===== src/rtl/jtag_pack.sv =====
// Shared JTAG IR definitions: opcode constants, chain indices and the instruction decode table.
package jtag_pack;

  localparam logic [7:0] OP_EXTEST  = 8'h00;
  localparam logic [7:0] OP_SAMPLE  = 8'h01;
  localparam logic [7:0] OP_PRELOAD = 8'h02;
  localparam logic [7:0] OP_IDCODE  = 8'h04;
  localparam logic [7:0] OP_IMEM    = 8'h80;
  localparam logic [7:0] OP_SC01    = 8'h81;

  typedef enum logic [2:0] {
    CH_BYPASS = 3'd0,
    CH_IDCODE = 3'd1,
    CH_BSCAN  = 3'd2,
    CH_IMEM   = 3'd3,
    CH_SC01   = 3'd4
  } chain_e;

  typedef struct packed {
    chain_e chain;
    logic   test_mode;
    logic   valid;
  } dec_t;

  // w is the IR width: opcodes that do not fit in w bits fall out of the table.
  function automatic dec_t jtag_decode(input logic [31:0] op, input int unsigned w);
    dec_t        d;
    logic [31:0] ones;
    ones = (w >= 32) ? '1 : ((32'd1 << w) - 32'd1);
    d    = '{chain: CH_BYPASS, test_mode: 1'b0, valid: 1'b1};
    if (op == ones)                              d.chain = CH_BYPASS;
    else if (w >= 8 && op == 32'(OP_IMEM))       d.chain = CH_IMEM;
    else if (w >= 8 && op == 32'(OP_SC01))       d.chain = CH_SC01;
    else begin
      case (op)
        32'(OP_EXTEST): begin
          d.chain     = CH_BSCAN;
          d.test_mode = 1'b1;
        end
        32'(OP_SAMPLE), 32'(OP_PRELOAD): d.chain = CH_BSCAN;
        32'd3, 32'd5, 32'd6, 32'd7:      d.chain = CH_BYPASS;
        32'(OP_IDCODE):                  d.chain = CH_IDCODE;
        default:                         d.valid = 1'b0;
      endcase
    end
    return d;
  endfunction

endpackage


===== src/rtl/jtag_ir_shreg.sv =====
// IR capture/shift register with serial TDO; holds its value on the update strobe.
module jtag_ir_shreg #(
  parameter int IR_WIDTH = 8
) (
  input  logic                tck_i,
  input  logic                trst_ni,
  input  logic                tlr_i,
  input  logic                capture_i,
  input  logic                shift_i,
  input  logic                update_i,
  input  logic                tdi_i,
  output logic [IR_WIDTH-1:0] sr_o,
  output logic                tdo_o
);

  localparam logic [IR_WIDTH-1:0] CAPTURE_VAL = IR_WIDTH'(2'b01);

  logic [IR_WIDTH-1:0] r_sr;

  always_ff @(posedge tck_i or negedge trst_ni) begin
    if (!trst_ni)          r_sr <= '0;
    else if (tlr_i)        r_sr <= '0;
    else if (!update_i) begin
      // update outranks shift/capture so the value being latched stays stable
      if (shift_i)         r_sr <= {tdi_i, r_sr[IR_WIDTH-1:1]};
      else if (capture_i)  r_sr <= CAPTURE_VAL;
    end
  end

  assign sr_o  = r_sr;
  assign tdo_o = r_sr[0];

endmodule


===== src/rtl/jtag_ir_unit.sv =====
// JTAG instruction register, decode and per-chain DR strobe gating.
// Optional private-instruction lock is enabled by defining JTAG_PRIV_LOCK_EN.
module jtag_ir_unit
  import jtag_pack::*;
#(
  parameter int                  IR_WIDTH  = 8,
  parameter int                  NR_CHAINS = 5,
  parameter logic [IR_WIDTH-1:0] IDCODE_OP = 'h04,
  parameter logic [IR_WIDTH-1:0] UNLOCK_OP = 'hA5
) (
  input  logic                         tck_i,
  input  logic                         trst_ni,
  input  logic                         tlr_i,
  input  logic                         ir_capture_i,
  input  logic                         ir_shift_i,
  input  logic                         ir_update_i,
  input  logic                         tdi_i,
  input  logic                         dr_capture_i,
  input  logic                         dr_shift_i,
  input  logic                         dr_update_i,
  output logic                         ir_tdo_o,
  output logic [IR_WIDTH-1:0]          ir_q_o,
  output logic [$clog2(NR_CHAINS)-1:0] sel_tdo_o,
  output logic [NR_CHAINS-1:0]         chain_capture_o,
  output logic [NR_CHAINS-1:0]         chain_shift_o,
  output logic [NR_CHAINS-1:0]         chain_update_o,
  output logic                         test_mode_o,
  output logic                         instr_valid_o,
  output logic                         lock_o
);

  localparam int SELW = $clog2(NR_CHAINS);

  logic [IR_WIDTH-1:0] w_sr;
  logic [IR_WIDTH-1:0] r_ir_q;
  logic                w_unlock_dec;
  dec_t                w_dec;

  jtag_ir_shreg #(.IR_WIDTH(IR_WIDTH)) u_shreg (
    .tck_i     (tck_i),
    .trst_ni   (trst_ni),
    .tlr_i     (tlr_i),
    .capture_i (ir_capture_i),
    .shift_i   (ir_shift_i),
    .update_i  (ir_update_i),
    .tdi_i     (tdi_i),
    .sr_o      (w_sr),
    .tdo_o     (ir_tdo_o)
  );

`ifdef JTAG_PRIV_LOCK_EN
  // Narrow IRs cannot encode private opcodes, so the lock never bites there.
  localparam bit PRIV_EN = (IR_WIDTH >= 8);

  logic r_lock;
  logic w_priv;

  assign w_priv = PRIV_EN && w_sr[IR_WIDTH-1] && (w_sr != '1);

  always_ff @(posedge tck_i or negedge trst_ni) begin
    if (!trst_ni) begin
      r_ir_q <= IDCODE_OP;
      r_lock <= 1'b1;
    end else if (tlr_i) begin
      r_ir_q <= IDCODE_OP;
      r_lock <= 1'b1;
    end else if (ir_update_i) begin
      if (PRIV_EN && w_sr == UNLOCK_OP) begin
        r_lock <= 1'b0;
        r_ir_q <= w_sr;
      end else if (r_lock && w_priv) begin
        r_ir_q <= '1;
      end else begin
        r_ir_q <= w_sr;
      end
    end
  end

  assign lock_o       = r_lock;
  assign w_unlock_dec = PRIV_EN && (r_ir_q == UNLOCK_OP);
`else
  logic w_unused_unlock;

  always_ff @(posedge tck_i or negedge trst_ni) begin
    if (!trst_ni)         r_ir_q <= IDCODE_OP;
    else if (tlr_i)       r_ir_q <= IDCODE_OP;
    else if (ir_update_i) r_ir_q <= w_sr;
  end

  assign lock_o          = 1'b0;
  assign w_unlock_dec    = 1'b0;
  assign w_unused_unlock = ^UNLOCK_OP;
`endif

  always_comb begin
    w_dec = jtag_decode(32'(r_ir_q), IR_WIDTH);
    if (w_unlock_dec) w_dec = '{chain: CH_BYPASS, test_mode: 1'b0, valid: 1'b1};
  end

  assign ir_q_o        = r_ir_q;
  assign sel_tdo_o     = SELW'(w_dec.chain);
  assign test_mode_o   = w_dec.test_mode;
  assign instr_valid_o = w_dec.valid;

  // Strobes follow the current instruction, so an update edge only redirects the next cycle.
  for (genvar k = 0; k < NR_CHAINS; k++) begin : g_chain
    logic w_hit;
    assign w_hit              = trst_ni && (sel_tdo_o == SELW'(k));
    assign chain_capture_o[k] = dr_capture_i & w_hit;
    assign chain_shift_o[k]   = dr_shift_i & w_hit;
    assign chain_update_o[k]  = dr_update_i & w_hit;
  end

endmodule

===== config.mk =====
export PLATFORM = sky130hd
export DESIGN_NAME = jtag_ir_unit
export DESIGN_NICKNAME = d
export VERILOG_FILES = /design/src/rtl/jtag_pack.sv /design/src/rtl/jtag_ir_shreg.sv /design/src/rtl/jtag_ir_unit.sv
export SDC_FILE = /design/constraint.sdc
export NUM_CORES = 1
export LEC_CHECK = 0
export CELL_PAD_IN_SITES_DETAIL_PLACEMENT = 1
export CELL_PAD_IN_SITES_GLOBAL_PLACEMENT = 2
export CORE_ASPECT_RATIO = 1.2
export CORE_MARGIN = 3
export CORE_UTILIZATION = 24
export CTS_CLUSTER_DIAMETER = 60
export DETAILED_ROUTE_END_ITERATION = 10
export GPL_TIMING_DRIVEN = 0
export PLACE_DENSITY_LB_ADDON = 0.25
export SETUP_SLACK_MARGIN = 0.2
export SLEW_MARGIN = 0
export SYNTH_ARGS = -nofsm -noshare
export SYNTH_HDL_FRONTEND = slang
export SYNTH_SLANG_ARGS = --single-unit

===== constraint.sdc =====
create_clock -name tck_i -period 3 [get_ports tck_i]
set_input_delay 0.75 -clock tck_i [delete_from_list [all_inputs] [get_ports tck_i]]
set_output_delay 0.75 -clock tck_i [all_outputs]
set_load 0.01 [all_outputs]

==> out/metrics.csv <==
metric;value;unit
drive_gt1_frac;0.155;
wirelength;2670;µm
numCtsBuffers;3;
core;3480;µm²
worst_setup_path_start_kind;input pin;
nets;159;
crit_top_cell;clkdlybuf4s50_1;
ant_nets;0;
cts_root_buf;clkbuf_8;
cp_num_cells;4;
p_sw;0.117;mW
synth_compound_gate_area_share;0.110;
clk_pin_slew;0.06;ns
dp_slack;-0.778;ns
skew;0.00142;ns
cts-htree-levels;1;
die-area;4570;µm²
fin_util;0.411;
ys_types;29;
critPathRequiredTime;2.25;ns
outcome;completed;
start_util;0.262;
slew_violations;0;
io_buffers;37;
period_needed;2.73;ns
grtUsageTotal;0.123;
reg2regPathDepth;3;
seq_area;403;µm²
seq_power_share;0.451;
area_growth_syn_to_layout;57.3;%
syn_area_per_cell;8.84;µm²
globalplace.congestion;0.718;
worst_pin_slew;0.609;ns
synth_fa_ha_area_frac;0.0110;
synth-xor-area-share;0.00962;
initialDrtViolationCount;15;
multi_input_area;458;µm²
switching_share;0.237;
die_h;73.5;µm
grt_pass1_wl;4570;µm
slew_headroom;0.593;
vias;899;
final_hold_viol_count;0;
whs;0.313;ns
dp_cells;190;
crit_arrival;1.98;ns
cp_top_family;buffers and inverters;
period_share;0.912;
cap_violations;0;
clockBufferDepth;2;
yosys_warnings;0;
routedWlPerCell;13.5;µm
grt_max_degree;21;
path_max_fanout;4;
drt-pass1-iter-count;4;
cts_tree;yes;
dp_hpwl;2000;µm
worstPathCellList;clkdlybuf4s50_1 > nand2_1 > nor2_1 > clkdlybuf4s50_1;
crit_slowest_cell;clkdlybuf4s50_1;
max_stage_delay;0.54;ns
grt_pass1_vias;965;
p_int;0.378;mW
postSynthCellCount;103;
grt-ovfl-total;0;
crit_buf_inv;2;
final_cell_mix;nor2_1, clkdlybuf4s50_1, dfrtp_1;
p_leak;0.752;nW
remaining_drc_errors;0;
synth_seq_cells;16;
clk_latency;0.25;ns
num_rows;23;
hp-class;input pin to async pin;
postCtsHoldBufs;0;
synth_top_family_by_area;simple AND/OR/NAND/NOR gates;
final-instance-count-excl-fill;198;
antenna_found_initial;0;
vdd_ir_drop_max;0.259;mV
io_pins;40;
synth_fp_nets;113;
rsz0062_at_grt;yes;
clockPowerShare;0.380;
fin_tns_setup;0;ns
yosys.area_share.simple;0.291;
setup_viol;0;
synth_area;911;µm²
via_per_inst;4.54;
antenna_cells;0;
fin_ws;0.265;ns
crit_path_end_kind;output pin;
cts_sinks;16;
die_x;62.2;µm
pwr-share-comb;0.169;
muxShareOfSynthArea;0.0769;
seq_area_frac_synth;0.441;
fill_cells;418;
max_freq;366;MHz
power-per-cell-area;345;nW/µm²
final_common_cell;nor2_1;
crit_type;input pin to output pin;
[through the flow]
stage	total power, mW	instance area, µm²
finish	0.495	1430
global route	0.521	1430
CTS	0.505	1420
detailed placement	0.314	1340
global placement	0.312	1340
floorplan	0.266	911
[state kept, by name, summed over array words and instances, names as in the netlist]
signal        count
u_shreg.sr_o      8
ir_q_o            8
[cell type report]
class | count | area share
well taps | 50 | 0.0437
inverters | 3 | 0.00786
plain buffers | 9 | 0.0306
flip-flops and latches | 16 | 0.281
repair buffers | 41 | 0.279
multi-input cells | 75 | 0.320
clock buffers | 4 | 0.0384
[power by group through the flow]
| stage | Combinational [mW] | Sequential [mW] | Clock, mW |
|---|---|---|---|
| 2_1_floorplan | 0.0386 | 0.228 | 0 |
| 3_3_place_gp | 0.0853 | 0.227 | 0 |
| 3_5_place_dp | 0.0868 | 0.227 | 0 |
| 4_1_cts | 0.0864 | 0.223 | 0.196 |
| 5_1_grt | 0.0932 | 0.223 | 0.205 |
| 6_report | 0.0838 | 0.223 | 0.188 |
[final timing paths]
| path | from | end | slack [ns] |
|---|---|---|---|
| worst max-delay path | dr_update_i | chain_update_o[0] | 0.27 |
| worst min-delay path | trst_ni | ir_q_o[6]$_DFFE_PN0P_ | 0.31 |
| worst max register to register | ir_q_o[2]$_DFFE_PN1P_ | ir_q_o[2]$_DFFE_PN1P_ | 1.89 |
| worst min register to register | u_shreg.sr_o[2]$_DFFE_PN0P_ | ir_q_o[2]$_DFFE_PN1P_ | 0.55 |
| max in group asynchronous | trst_ni | ir_q_o[2]$_DFFE_PN1P_ | 2.45 |
| min in group tck_i | u_shreg.sr_o[2]$_DFFE_PN0P_ | ir_q_o[2]$_DFFE_PN1P_ | 0.55 |
[synthesized netlist by cell type]
master | n | share of area
dfrtp_1 | 15 | 0.41
buf_4 | 1 | 0.0082
buf_2 | 2 | 0.011
and4b_2 | 1 | 0.012
nor3_1 | 1 | 0.0055
mux2i_1 | 7 | 0.077
o21ai_0 | 3 | 0.016
inv_1 | 3 | 0.012
a211o_1 | 1 | 0.0096
buf_1 | 1 | 0.0041
nor2_1 | 28 | 0.12
nor3b_1 | 1 | 0.0082
o21bai_1 | 1 | 0.0082
nand4_1 | 2 | 0.014
nand4b_1 | 2 | 0.019
conb_1 | 1 | 0.0041
or4b_4 | 1 | 0.015
dfstp_2 | 1 | 0.029
nand2_1 | 7 | 0.029
a22oi_1 | 7 | 0.058
clkbuf_1 | 5 | 0.021
xnor2_1 | 1 | 0.0096
nor4_4 | 1 | 0.023
and2_1 | 3 | 0.021
o31ai_1 | 1 | 0.0082
maj3_1 | 1 | 0.011
a221oi_1 | 1 | 0.0096
nor2b_1 | 3 | 0.021
and3_2 | 1 | 0.0082
[layer usage]
metal / wire length [µm] / global-route usage
met1: 1080 / 0.126
met5: 0 / 0
met3: 106 / 0.0214
met4: 15 / 0.0295
met2: 1460 / 0.258
[timing repair]
action,CTS,global route
pin swaps,1,1
setup endpoints to repair,17,11
resized for setup,20,16
setup buffers,4,0
[cells by family after synthesis]
logic type / Yosys count
simple gates: 51
flops: 16
compound gates: 14
buf+inv: 12
mux: 7
fa+ha+maj: 1
other cells: 1
xor+xnor: 1
(Power assumes the default switching activity.)
